**config.mk**
```make
export PLATFORM = sky130hd
export DESIGN_NAME = rf_write_arbiter
export DESIGN_NICKNAME = d
export VERILOG_FILES = /design/src/rtl/rf_arb_pkg.sv /design/src/rtl/rf_wb_buffer.sv /design/src/rtl/rf_write_arbiter.sv
export SDC_FILE = /design/constraint.sdc
export NUM_CORES = 1
export LEC_CHECK = 0
export ABC_AREA = 1
export ABC_CLOCK_PERIOD_IN_PS = 3800
export BUFFER_PORTS_ARGS = -buffer_cell sky130_fd_sc_hd__buf_2
export CAP_MARGIN = 20
export CORE_ASPECT_RATIO = 1.5
export CORE_MARGIN = 2
export CORE_UTILIZATION = 57
export DETAILED_ROUTE_END_ITERATION = 8
export PLACE_DENSITY = 0.84
export REMOVE_ABC_BUFFERS = 1
export SYNTH_ARGS = -nofsm -noshare
export SYNTH_HDL_FRONTEND = slang
export SYNTH_HIERARCHICAL = 1
export SYNTH_SLANG_ARGS = --single-unit
```
**constraint.sdc**
```tcl
create_clock -name clk -period 3.8 [get_ports clk]
set_input_delay 0.57 -clock clk [delete_from_list [all_inputs] [get_ports clk]]
set_output_delay 0.57 -clock clk [all_outputs]
set_load 0.005 [all_outputs]
```
**src/rtl/rf_arb_pkg.sv**
```systemverilog
// Shared types and defaults for the register-file write-port arbiter.
//   grant_e           : the source that wins the write port in a cycle
//   DEFAULT_TRIG_REG  : register written by a trigger grant (t0 / x5)
//   DEFAULT_TRIG_VALUE: value written by a trigger grant
package rf_arb_pkg;

  typedef enum logic [1:0] {
    GNT_NONE = 2'd0,
    GNT_REQ0 = 2'd1,
    GNT_REQ1 = 2'd2,
    GNT_TRIG = 2'd3
  } grant_e;

  localparam int unsigned DEFAULT_TRIG_REG   = 5;
  localparam int unsigned DEFAULT_TRIG_VALUE = 1;

endpackage

```
**src/rtl/rf_wb_buffer.sv**
```systemverilog
// One-entry holding buffer in front of the register-file write port.
//   clk, rst_n        : clock, asynchronous active-low reset
//   valid/ready       : writeback handshake (ready is combinational)
//   addr, data        : offered write
//   grant             : the arbiter is draining this buffer this cycle
//   buf_valid/addr/data: buffered write presented to the arbiter
// A write to x0 is accepted and discarded so it never reaches the port.
module rf_wb_buffer #(
  parameter int ADDRESS_WIDTH = 5,
  parameter int DATA_WIDTH    = 32
) (
  input  logic                     clk,
  input  logic                     rst_n,
  input  logic                     valid,
  output logic                     ready,
  input  logic [ADDRESS_WIDTH-1:0] addr,
  input  logic [DATA_WIDTH-1:0]    data,
  input  logic                     grant,
  output logic                     buf_valid,
  output logic [ADDRESS_WIDTH-1:0] buf_addr,
  output logic [DATA_WIDTH-1:0]    buf_data
);

  logic load;

  // A granted buffer frees its slot in the same cycle, so a requester
  // granted every cycle can hand over a new write every cycle.
  assign ready = rst_n & (~buf_valid | grant);
  assign load  = valid & ready & (addr != '0);

  // NOTE: sequential state uses non-blocking assignments so every flop
  // samples the pre-edge values, regardless of block ordering.
  // NOTE: the payload is reset too; it is a single entry, and a known
  // value keeps the arbiter inputs clean right after reset.
  always_ff @(posedge clk or negedge rst_n) begin
    if (!rst_n) begin
      buf_valid <= 1'b0;
      buf_addr  <= '0;
      buf_data  <= '0;
    end else if (load) begin
      // Load wins over drain: granted and reloaded stays valid.
      buf_valid <= 1'b1;
      buf_addr  <= addr;
      buf_data  <= data;
    end else if (grant) begin
      buf_valid <= 1'b0;
    end
  end

endmodule

```
**src/rtl/rf_write_arbiter.sv**
```systemverilog
// Sole driver of the register-file write port. Arbitrates between two
// buffered writeback requesters (round-robin) and an external trigger
// that writes TRIG_VALUE to TRIG_REG, with a starvation guard for it.
//   clk, rst_n                 : clock, asynchronous active-low reset
//   req0_* / req1_*            : ALU / load writeback handshakes
//   trigger                    : level; any high cycle requests a t0 write
//   we3, a3, wd3               : registered register-file write port
//   trig_pending               : trigger request not yet granted
//   busy                       : buffer valid, trigger pending or we3 high
module rf_write_arbiter
  import rf_arb_pkg::*;
#(
  parameter int          ADDRESS_WIDTH = 5,
  parameter int          DATA_WIDTH    = 32,
  parameter int unsigned TRIG_REG      = DEFAULT_TRIG_REG,
  parameter int unsigned TRIG_VALUE    = DEFAULT_TRIG_VALUE,
  parameter int unsigned STARVE_LIMIT  = 4
) (
  input  logic                     clk,
  input  logic                     rst_n,
  input  logic                     req0_valid,
  output logic                     req0_ready,
  input  logic [ADDRESS_WIDTH-1:0] req0_addr,
  input  logic [DATA_WIDTH-1:0]    req0_data,
  input  logic                     req1_valid,
  output logic                     req1_ready,
  input  logic [ADDRESS_WIDTH-1:0] req1_addr,
  input  logic [DATA_WIDTH-1:0]    req1_data,
  input  logic                     trigger,
  output logic                     we3,
  output logic [ADDRESS_WIDTH-1:0] a3,
  output logic [DATA_WIDTH-1:0]    wd3,
  output logic                     trig_pending,
  output logic                     busy
);

  localparam int SW = $clog2(STARVE_LIMIT + 1);
  localparam logic [SW-1:0] STARVE_MAX = SW'(STARVE_LIMIT);

  grant_e                   grant;
  logic                     buf0_valid, buf1_valid;
  logic [ADDRESS_WIDTH-1:0] buf0_addr, buf1_addr;
  logic [DATA_WIDTH-1:0]    buf0_data, buf1_data;
  logic                     trig_pend;
  logic [SW-1:0]            starve_cnt;
  logic                     rr;

  rf_wb_buffer #(.ADDRESS_WIDTH(ADDRESS_WIDTH), .DATA_WIDTH(DATA_WIDTH)) u_buf0 (
    .clk       (clk),
    .rst_n     (rst_n),
    .valid     (req0_valid),
    .ready     (req0_ready),
    .addr      (req0_addr),
    .data      (req0_data),
    .grant     (grant == GNT_REQ0),
    .buf_valid (buf0_valid),
    .buf_addr  (buf0_addr),
    .buf_data  (buf0_data)
  );

  rf_wb_buffer #(.ADDRESS_WIDTH(ADDRESS_WIDTH), .DATA_WIDTH(DATA_WIDTH)) u_buf1 (
    .clk       (clk),
    .rst_n     (rst_n),
    .valid     (req1_valid),
    .ready     (req1_ready),
    .addr      (req1_addr),
    .data      (req1_data),
    .grant     (grant == GNT_REQ1),
    .buf_valid (buf1_valid),
    .buf_addr  (buf1_addr),
    .buf_data  (buf1_data)
  );

  // Priority: starved trigger, then buffers (round-robin), then idle trigger.
  // NOTE: grant is assigned a default first so no path leaves it unassigned,
  // which would otherwise infer a latch.
  always_comb begin
    grant = GNT_NONE;
    if (trig_pend && starve_cnt == STARVE_MAX) grant = GNT_TRIG;
    else if (buf0_valid && buf1_valid)         grant = rr ? GNT_REQ1 : GNT_REQ0;
    else if (buf0_valid)                       grant = GNT_REQ0;
    else if (buf1_valid)                       grant = GNT_REQ1;
    else if (trig_pend)                        grant = GNT_TRIG;
  end

  always_ff @(posedge clk or negedge rst_n) begin
    if (!rst_n) begin
      trig_pend  <= 1'b0;
      starve_cnt <= '0;
      rr         <= 1'b0;
    end else begin
      // A trigger in the grant cycle is a fresh request, so set wins.
      if (trigger)                trig_pend <= 1'b1;
      else if (grant == GNT_TRIG) trig_pend <= 1'b0;

      if (!trig_pend || grant == GNT_TRIG) starve_cnt <= '0;
      else if (starve_cnt != STARVE_MAX)   starve_cnt <= starve_cnt + 1'b1;

      // After a buffer grant the other requester gets priority; a trigger
      // grant leaves the rotation untouched.
      if (grant == GNT_REQ0)      rr <= 1'b1;
      else if (grant == GNT_REQ1) rr <= 1'b0;
    end
  end

  always_ff @(posedge clk or negedge rst_n) begin
    if (!rst_n) begin
      we3 <= 1'b0;
      a3  <= '0;
      wd3 <= '0;
    end else begin
      we3 <= (grant != GNT_NONE);
      unique case (grant)
        GNT_REQ0: begin a3 <= buf0_addr; wd3 <= buf0_data; end
        GNT_REQ1: begin a3 <= buf1_addr; wd3 <= buf1_data; end
        GNT_TRIG: begin
          a3  <= ADDRESS_WIDTH'(TRIG_REG);
          wd3 <= DATA_WIDTH'(TRIG_VALUE);
        end
        default: ;  // no grant: address and data hold
      endcase
    end
  end

  assign trig_pending = trig_pend;
  assign busy         = buf0_valid | buf1_valid | trig_pend | we3;

endmodule
```
# After elaboration in Yosys (flattened, before gate mapping)
# Cells that the tools add are included.
# word_totals
wordCells	61
input_bits	79
register_bits	119
output_inout_bits	42
# classes
add_sub_neg	1
reduce_logical	13
n_eq_ne	5
n_mux	17
bitwise	13
# op_table
cell	n
$pmux W32 S3	1
$pmux W5 S3	1
$mux W2	6
$reduce_bool A2 Y1	6
$reduce_bool A5 Y1	2
$mux W1	7
$and A1 B1 Y1	6
$mux W3	2
$or A1 B1 Y1	5
$eq A2 B2 Y1 const B	2
$add A3 B1 Y3 const B	1
$eq A3 B3 Y1 const B	1
$ne A3 B3 Y1 const B	1
$reduce_bool A3 Y1	1
$eq A2 B1 Y1 const B	1
$logic_and A1 B1 Y1	2
$not A1 Y1	2
$logic_not A1 Y1	1
$logic_or A1 B1 Y1	1

# Depth between registers and ports, before layout
# Gate-level depths: netlist of the first run.
# logic_depth
ltp_word	11
depth_mapped	16

# Modules after synthesis
# Netlist of the first run, hierarchy kept.
# modules_own_cells
mod	instances	cells_each	area_each_um2
rf_wb_buffer	2	171	1587.8
rf_write_arbiter	1	256	2115.8

# Worst setup path before layout of the first run
# Ideal clock, no wire load.
# synth_path
path_type	flip-flop to flip-flop
from	reg starve_cnt[0]
to	reg u_buf1.buf_data[10]
setup_slack_ns	1.776
arrival_ns	1.907
path_stages_with_launch	17
path_buffers	2
setup_time_ns	0.117
cell_sequence	dfrtp_1 > inv_1 > ha_1 > nand2_1 > nor2_1 > inv_1 > o21ai_0 > ha_1 > inv_1 > nand2_1 > nand2_1 > nor2_2 > nand2_2 > buf_6 > buf_8 > nand2_2 > nand2_1
# synth_between
elab_chain_cells	8
# synth_lines
item	line	source
start, declared	rf_write_arbiter.sv:45	logic [SW-1:0] starve_cnt;
start signal, assigned	rf_write_arbiter.sv:97	else if (starve_cnt != STARVE_MAX) starve_cnt <= starve_cnt + 1'b1;
$eq A3 B3 Y1	rf_write_arbiter.sv:79	if (trig_pend && starve_cnt == STARVE_MAX) grant = GNT_TRIG;
$logic_and A1 B1 Y1	rf_write_arbiter.sv:79	
$mux W2	rf_write_arbiter.sv:79	
$eq A2 B2 Y1	rf_write_arbiter.sv:68	.grant (grant == GNT_REQ1),
$or A1 B1 Y1	rf_wb_buffer.sv:28	assign ready = rst_n & (~buf_valid | grant);
$and A1 B1 Y1	rf_wb_buffer.sv:28	
$and A1 B1 Y1 (2 in a row)	rf_wb_buffer.sv:29	assign load = valid & ready & (addr != '0);
end signal, assigned	rf_wb_buffer.sv:44	buf_data <= data;
end, declared	rf_wb_buffer.sv:21	output logic [DATA_WIDTH-1:0] buf_data
# Every way passes these cells.
# A chain may end at the register's enable or synchronous reset.

# Worst setup path after layout of the first run
# layout_path
from	reg starve_cnt[0]
to	out req1_ready
# layout_between
elab_chain_cells	6
# layout_lines
item	line	source
$eq A3 B3 Y1	rf_write_arbiter.sv:79	
$logic_and A1 B1 Y1	rf_write_arbiter.sv:79	
$mux W2	rf_write_arbiter.sv:79	
$eq A2 B2 Y1	rf_write_arbiter.sv:68	
$or A1 B1 Y1	rf_wb_buffer.sv:28	
$and A1 B1 Y1	rf_wb_buffer.sv:28	
end, declared	rf_write_arbiter.sv:26	output logic req1_ready,
# Every way passes these cells.

==> results of run 1 <==
==> cell families (layout without fill, tap and decap cells) <==
kind of cell / after synthesis / in the layout / share of synthesized area
simple gates: 346 / 346 / 0.2885
flops: 119 / 119 / 0.5628
compound gates: 71 / 71 / 0.06716
buf+inv: 56 / 177 / 0.06739
fa+ha+maj: 6 / 6 / 0.01419
==> routing by layer <==
layer | part of all wire | track usage | vias to the layer above
li1 | - | - | 2136
met2 | 0.53 | 0.5035 | 216
met5 | 0 | 0 | -
met3 | 0.061 | 0.06667 | 35
met4 | 0.027 | 0.1332 | 0
met1 | 0.38 | 0.3647 | 2243
==> stage by stage <==
stage	instances	hold slack (ns)	util	setup slack [ns]
floorplan	561	0.2744	-	0.07438
global placement	799	0.4475	0.6352	1.120
detailed placement	799	0.4526	0.6352	0.8914
CTS	831	0.2554	0.7044	0.6849
global route	831	0.3013	0.7044	0.5207
finish	831	0.2314	0.7044	0.6431
==> flip-flops by register name (all words and copies together), names as in the netlist <==
signal	count
a3	5
u_buf1/buf_valid	1
rr	1
we3	1
u_buf0/buf_data	32
trig_pending	1
u_buf1/buf_data	32
u_buf0/buf_valid	1
starve_cnt	3
u_buf0/buf_addr	5
u_buf1/buf_addr	5
wd3	32
==> Yosys cell counts <==
| master | instances |
|---|---|
| o21ai_0 | 3 |
| nand2_1 | 191 |
| nor3_1 | 1 |
| nand3b_1 | 4 |
| and3b_1 | 1 |
| buf_4 | 10 |
| clkbuf_1 | 6 |
| nand3b_4 | 2 |
| buf_2 | 9 |
| nor2_1 | 42 |
| nor2_4 | 1 |
| ha_1 | 6 |
| buf_6 | 10 |
| nor2_2 | 6 |
| nand3_1 | 75 |
| inv_1 | 19 |
| dfrtp_1 | 119 |
| a21oi_1 | 68 |
| nand2_2 | 22 |
| buf_8 | 2 |
| or2_2 | 1 |
==> placed cells by master, fill, tap and decap left out, drive strengths merged <==
cell type,netlist,layout
nor2,49,49
clkinv,0,5
nand3b,6,6
a21oi,68,68
dfrtp,119,119
ha,6,6
clkbuf,6,23
nand3,75,75
nand2,213,213
nor3,1,1
or2,1,1
inv,19,19
buf,31,126
o21ai,3,3
and3b,1,1
bufinv,0,4
==> worst max-delay path, delay by kind of cell (launching register included) <==
| kind | cells | cell delay, ns |
|---|---|---|
| buf+inv | 4 | 0.35 |
| simple gates | 5 | 0.74 |
| fa+ha+maj | 2 | 0.68 |
| flops | 1 | 0.38 |
==> power groups by stage <==
| stage | sequential [mW] | clock (mW) | combinational (mW) |
|---|---|---|---|
| 2_1_floorplan | 2.22 | 0 | 1.48 |
| 3_3_place_gp | 2.25 | 0 | 2.16 |
| 3_5_place_dp | 2.28 | 0 | 2.29 |
| 4_1_cts | 2.28 | 1.72 | 2.33 |
| 5_1_grt | 2.35 | 1.78 | 2.64 |
| 6_report | 2.29 | 1.71 | 2.34 |
==> cell type report <==
type,instances,area [sq um],area share
flip-flops and latches,119,2978,0.4622
multi-input cells,423,1972,0.3061
repair buffers,126,648.1,0.1006
clock buffers,23,488.0,0.07574
clock inverters,9,145.1,0.02253
well taps,112,140.1,0.02175
inverters,19,71.32,0.01107
==> worst paths after layout <==
| check | to |
|---|---|
| setup / recovery | req1_ready |
| hold / removal | u_buf0/buf_data[29]$_DFFE_PN0P_ |
| setup reg to reg | u_buf1/buf_data[4]$_DFFE_PN0P_ |
| hold reg to reg | u_buf0/buf_data[2]$_DFFE_PN0P_ |
| max in group asynchronous | u_buf0/buf_data[14]$_DFFE_PN0P_ |
| min in group clk | trig_pending$_DFFE_PN0P_ |
==> impl_metrics.env, run 1 <==
export IMPL_cp_end_kind="output pin"
export IMPL_synth_largest_area_cell="dfrtp_1"
export IMPL_crit_required_ns=3.23
export IMPL_tightest_slew_ns=0.9973
export IMPL_drtAntennaViolNets=0
export IMPL_status="finished, final reports clean"
export IMPL_drt_wl_total_mm=14.02
export IMPL_drive_gt1_frac=0.2643
export IMPL_synth_seq_cells=119
export IMPL_drv_slew=0
export IMPL_synth_area_leaders="dfrtp_1, nand2_1, nand3_1"
export IMPL_nNetsFinal=791
export IMPL_p_int_mw=3.913
export IMPL_power_density_mw_per_mm2=983.2
export IMPL_crit_slowest_cell="ha_2"
export IMPL_clk_path_buf_depth=2
export IMPL_critPathMaxStageDelay_ns=0.48
export IMPL_combPwrFrac=0.370
export IMPL_netlist_area_sq_mm=0.005291
export IMPL_viasPerCell=5.572
export IMPL_arrival_ns=2.59
export IMPL_critPathKind="register to output pin"
export IMPL_initial_core_util=0.5785
export IMPL_clk_pin_slew_ns=0.06
export IMPL_num_rows=43
export IMPL_reg2reg_setup_slack_ns=0.69
export IMPL_syn_area_per_cell_sq_um=8.848
export IMPL_min_period_over_period=0.8308
export IMPL_grt_overflow=0
export IMPL_coreArea_sq_mm=0.009146
export IMPL_finalHoldViolations=0
export IMPL_grt_pass1_wl_mm=22.66
export IMPL_num_vias=4630
export IMPL_grt_util_all_layers=0.3001
export IMPL_dp_hpwl_mm=8.501
export IMPL_min_period_ns=3.157
export IMPL_power_share_sequential=0.361
export IMPL_wl_per_cell_um=16.87
export IMPL_holdCritPathClass="input port to async pin"
export IMPL_cts_root_buf="clkbuf_16"
export IMPL_r2r_start="starve_cnt[0]$_DFFE_PN0P_"
export IMPL_setup_violations_final=0
export IMPL_port_buffers=120
export IMPL_fin_setup_tns_ns=0
export IMPL_die_h_um=122
export IMPL_peakVddDrop_v=0.0005334
export IMPL_startpoint="starve_cnt[0]$_DFFE_PN0P_"
export IMPL_grt_max_degree=63
export IMPL_clkSinkCount=119
export IMPL_dieWidth_um=82.67
export IMPL_path_cells="inv_1 > ha_1 > nand2_1 > nor2_1 > nor3_1 > ha_2 > inv_1 > nand2_1 > nand2_1 > inv_1 > buf_2"
export IMPL_fillerInstances=704
export IMPL_p_clk_frac=0.270
export IMPL_total_power_mw=6.334
export IMPL_cts_max_level=4
export IMPL_maxCapViolations=0
export IMPL_yosysWarnings=6
export IMPL_cts_setup_buffers=0
export IMPL_ioPinCount=121
export IMPL_cts_buffers=17
export IMPL_n_antenna_cell=0
export IMPL_ys_seq_area_frac=0.5628
export IMPL_synth_top_cell_area_share=0.5628
export IMPL_drt_iter0_markers=488
export IMPL_fin_area_sq_mm=0.006442
export IMPL_drt_pass1_iter_count=6
export IMPL_reg2regPathDepth=13
export IMPL_cts_resized=0
export IMPL_dieArea_sq_mm=0.01009
export IMPL_insertion_delay_ns=0.41
export IMPL_finalWeightedCongestion=0.8406
export IMPL_placed_cell_area_sq_mm=0.005809
export IMPL_p_switching_mw=2.422
export IMPL_fmax_mhz=316.8
export IMPL_relSlewSlack=0.3336
export IMPL_skew_ns=0.008947
export IMPL_first_global_vias=4753
export IMPL_cts_tree="done"
export IMPL_synthToLayoutAreaGrowth_pct=21.75
export IMPL_synth_cells=598
export IMPL_yosys_cell_types_count=21
export IMPL_p_leak_nw=3.502
export IMPL_antenna_found_initial=0
export IMPL_drc_errors=0
export IMPL_grt_setup_unrepaired="false"
export IMPL_crit_path_start_kind="register"
export IMPL_crit_fanout=16
export IMPL_cts_hold_fix_buffers=0
export IMPL_switching_share=0.3823
Note: power is estimated with default switching activity, not from simulation.
==> run 2: changes to the inputs <==
--- a/config.mk
+++ b/config.mk
@@ -6,14 +6,14 @@
 export NUM_CORES = 1
 export LEC_CHECK = 0
 export ABC_AREA = 1
-export ABC_CLOCK_PERIOD_IN_PS = 3800
+export ABC_CLOCK_PERIOD_IN_PS = 2900
 export BUFFER_PORTS_ARGS = -buffer_cell sky130_fd_sc_hd__buf_2
 export CAP_MARGIN = 20
 export CORE_ASPECT_RATIO = 1.5
 export CORE_MARGIN = 2
-export CORE_UTILIZATION = 57
+export CORE_UTILIZATION = 49
 export DETAILED_ROUTE_END_ITERATION = 8
-export PLACE_DENSITY = 0.84
+export PLACE_DENSITY = 0.76
 export REMOVE_ABC_BUFFERS = 1
 export SYNTH_ARGS = -nofsm -noshare
 export SYNTH_HDL_FRONTEND = slang
==> constraint.sdc (replaced) <==
create_clock -name clk -period 2.9 [get_ports clk]
set_input_delay 0.435 -clock clk [delete_from_list [all_inputs] [get_ports clk]]
set_output_delay 0.435 -clock clk [all_outputs]
set_load 0.005 [all_outputs]
==> impl_metrics.env, run 2 (synthesis results as in run 1) <==
export IMPL_status="finished, final reports clean"
export IMPL_min_period_over_period=0.9240
export IMPL_dieArea_sq_mm=0.01166
export IMPL_drv_slew=0
export IMPL_grt_overflow=0
export IMPL_tightest_slew_ns=0.9687
export IMPL_cts_resized=0
export IMPL_clkSinkCount=119
export IMPL_num_rows=46
export IMPL_num_vias=4579
export IMPL_stdcell_count=867
export IMPL_n_antenna_cell=0
export IMPL_cp_end_kind="output pin"
export IMPL_cts_root_buf="clkbuf_16"
export IMPL_cts_buffers=17
export IMPL_crit_path_start_kind="register"
export IMPL_grt_max_degree=59
export IMPL_crit_required_ns=2.47
export IMPL_p_leak_nw=3.501
export IMPL_drt_iter0_markers=326
export IMPL_port_buffers=120
export IMPL_ioPinCount=121
export IMPL_nNetsFinal=796
export IMPL_placed_cell_area_sq_mm=0.005892
export IMPL_critPathKind="register to output pin"
export IMPL_dieWidth_um=88.85
export IMPL_placed_cells=835
export IMPL_wl_per_cell_um=16.15
export IMPL_viasPerCell=5.281
export IMPL_holdCritPathClass="input port to register"
export IMPL_insertion_delay_ns=0.41
export IMPL_fmax_mhz=373.2
export IMPL_power_density_mw_per_mm2=1240
export IMPL_grt_util_all_layers=0.2571
export IMPL_drive_gt1_frac=0.2683
export IMPL_coreArea_sq_mm=0.01053
export IMPL_clk_path_buf_depth=2
export IMPL_peakVddDrop_v=0.0006038
export IMPL_die_h_um=131.3
export IMPL_maxCapViolations=0
export IMPL_grt_setup_unrepaired="false"
export IMPL_cts_max_level=4
export IMPL_relSlewSlack=0.3527
export IMPL_final_cell_mix="nand2_1, dfrtp_1, buf_2"
export IMPL_arrival_ns=2.24
export IMPL_skew_ns=0.007479
export IMPL_clk_pin_slew_ns=0.05
export IMPL_dp_hpwl_mm=9.036
export IMPL_initial_core_util=0.5024
export IMPL_finalHoldViolations=0
export IMPL_drt_pass1_iter_count=5
export IMPL_drt_wl_total_mm=14.00
export IMPL_synthToLayoutAreaGrowth_pct=22.37
export IMPL_finalWeightedCongestion=0.7949
export IMPL_fin_area_sq_mm=0.006475
export IMPL_min_period_ns=2.680
export IMPL_cts_tree="done"
export IMPL_drc_errors=0
export IMPL_crit_fanout=3
export IMPL_layout_commonest_cell="nand2_1"
export IMPL_first_global_vias=4786
export IMPL_top_regs="u_buf0/buf_data: 32 flops, u_buf1/buf_data: 32 flops, wd3: 32 flops"
export IMPL_drtAntennaViolNets=0
export IMPL_setup_violations_final=0
export IMPL_fillerInstances=919
export IMPL_grt_pass1_wl_mm=23.16
export IMPL_final_core_util=0.6148
export IMPL_antenna_found_initial=0
run 2: changes by cell type in the layout (fill, tap and decap cells not counted), sizes merged:
cell,delta
dlygate4sd3,+1
clkinv,+2
clkinvlp,+1
bufinv,-2
buf,+4
clkbuf,-2
run 2: critical path, stage by stage, from the launching register on:
cell and delay (ns):
dfrtp_1 0.39, inv_1 0.09, ha_1 0.17, nand2_1 0.07
nor2_1 0.20, inv_1 0.09, o21ai_0 0.13, ha_2 0.29
inv_1 0.05, nand2_1 0.07, nand2_1 0.10, inv_1 0.08
buf_2 0.11
run 2: cell type report:
cell class / count / area, sq um / area share
multi-input combinational: 423 / 1972 / 0.3045
sequential: 119 / 2978 / 0.4599
clock inverter: 10 / 102.6 / 0.01585
timing repair buffer: 131 / 700.7 / 0.1082
clock buffer: 21 / 470.5 / 0.07266
inverter: 19 / 71.32 / 0.01101
tap: 144 / 180.2 / 0.02783
run 2: power by group:
group	switching, mW	internal (mW)
clock	0.711	1.31
combinational	1.91	1.11
sequential	0.482	2.50
total	3.10	4.93
run 2: stage by stage:
step / TNS (ns) / setup WS [ns] / hold WS (ns) / power [mW]
floorplan: -33.10 / -0.8256 / 0.1394 / 4.842
detailed placement: 0 / 0.4000 / 0.2834 / 5.982
global placement: 0 / 0.5514 / 0.2820 / 5.827
CTS: 0 / 0.2581 / 0.2110 / 8.058
finish: 0 / 0.2204 / 0.2213 / 8.030
global route: 0 / 0.05003 / 0.2133 / 8.635
run 2: repair_timing:
item / 4_1_cts / 5_1_grt
hold buffers: 1 / 0
hold endpoints to repair: 7 / 0
buffers inserted: 0 / 0
run 2: worst paths after layout:
check | start | end | slack [ns] | cells after the start
max | starve_cnt[0]$_DFFE_PN0P_ | req1_ready | 0.22 | 12
min | trigger | trig_pending$_DFFE_PN0P_ | 0.22 | 2
max reg2reg | starve_cnt[0]$_DFFE_PN0P_ | u_buf1/buf_data[14]$_DFFE_PN0P_ | 0.34 | 15
min reg2reg | u_buf0/buf_addr[0]$_DFFE_PN0P_ | u_buf0/buf_addr[0]$_DFFE_PN0P_ | 0.47 | 2
max in group asynchronous | rst_n | u_buf0/buf_data[11]$_DFFE_PN0P_ | 0.84 | 4
min in group asynchronous | rst_n | wd3[10]$_DFFE_PN0P_ | 0.40 | 2
run 2: routing by layer:
layer | wire length [um] | track usage | vias up
met3 | 617 | 0.05339 | 39
met4 | 521 | 0.1322 | 0
met1 | 5568 | 0.3114 | 2229
met5 | 0 | 0 | -
li1 | - | - | 2141
met2 | 7292 | 0.4221 | 170
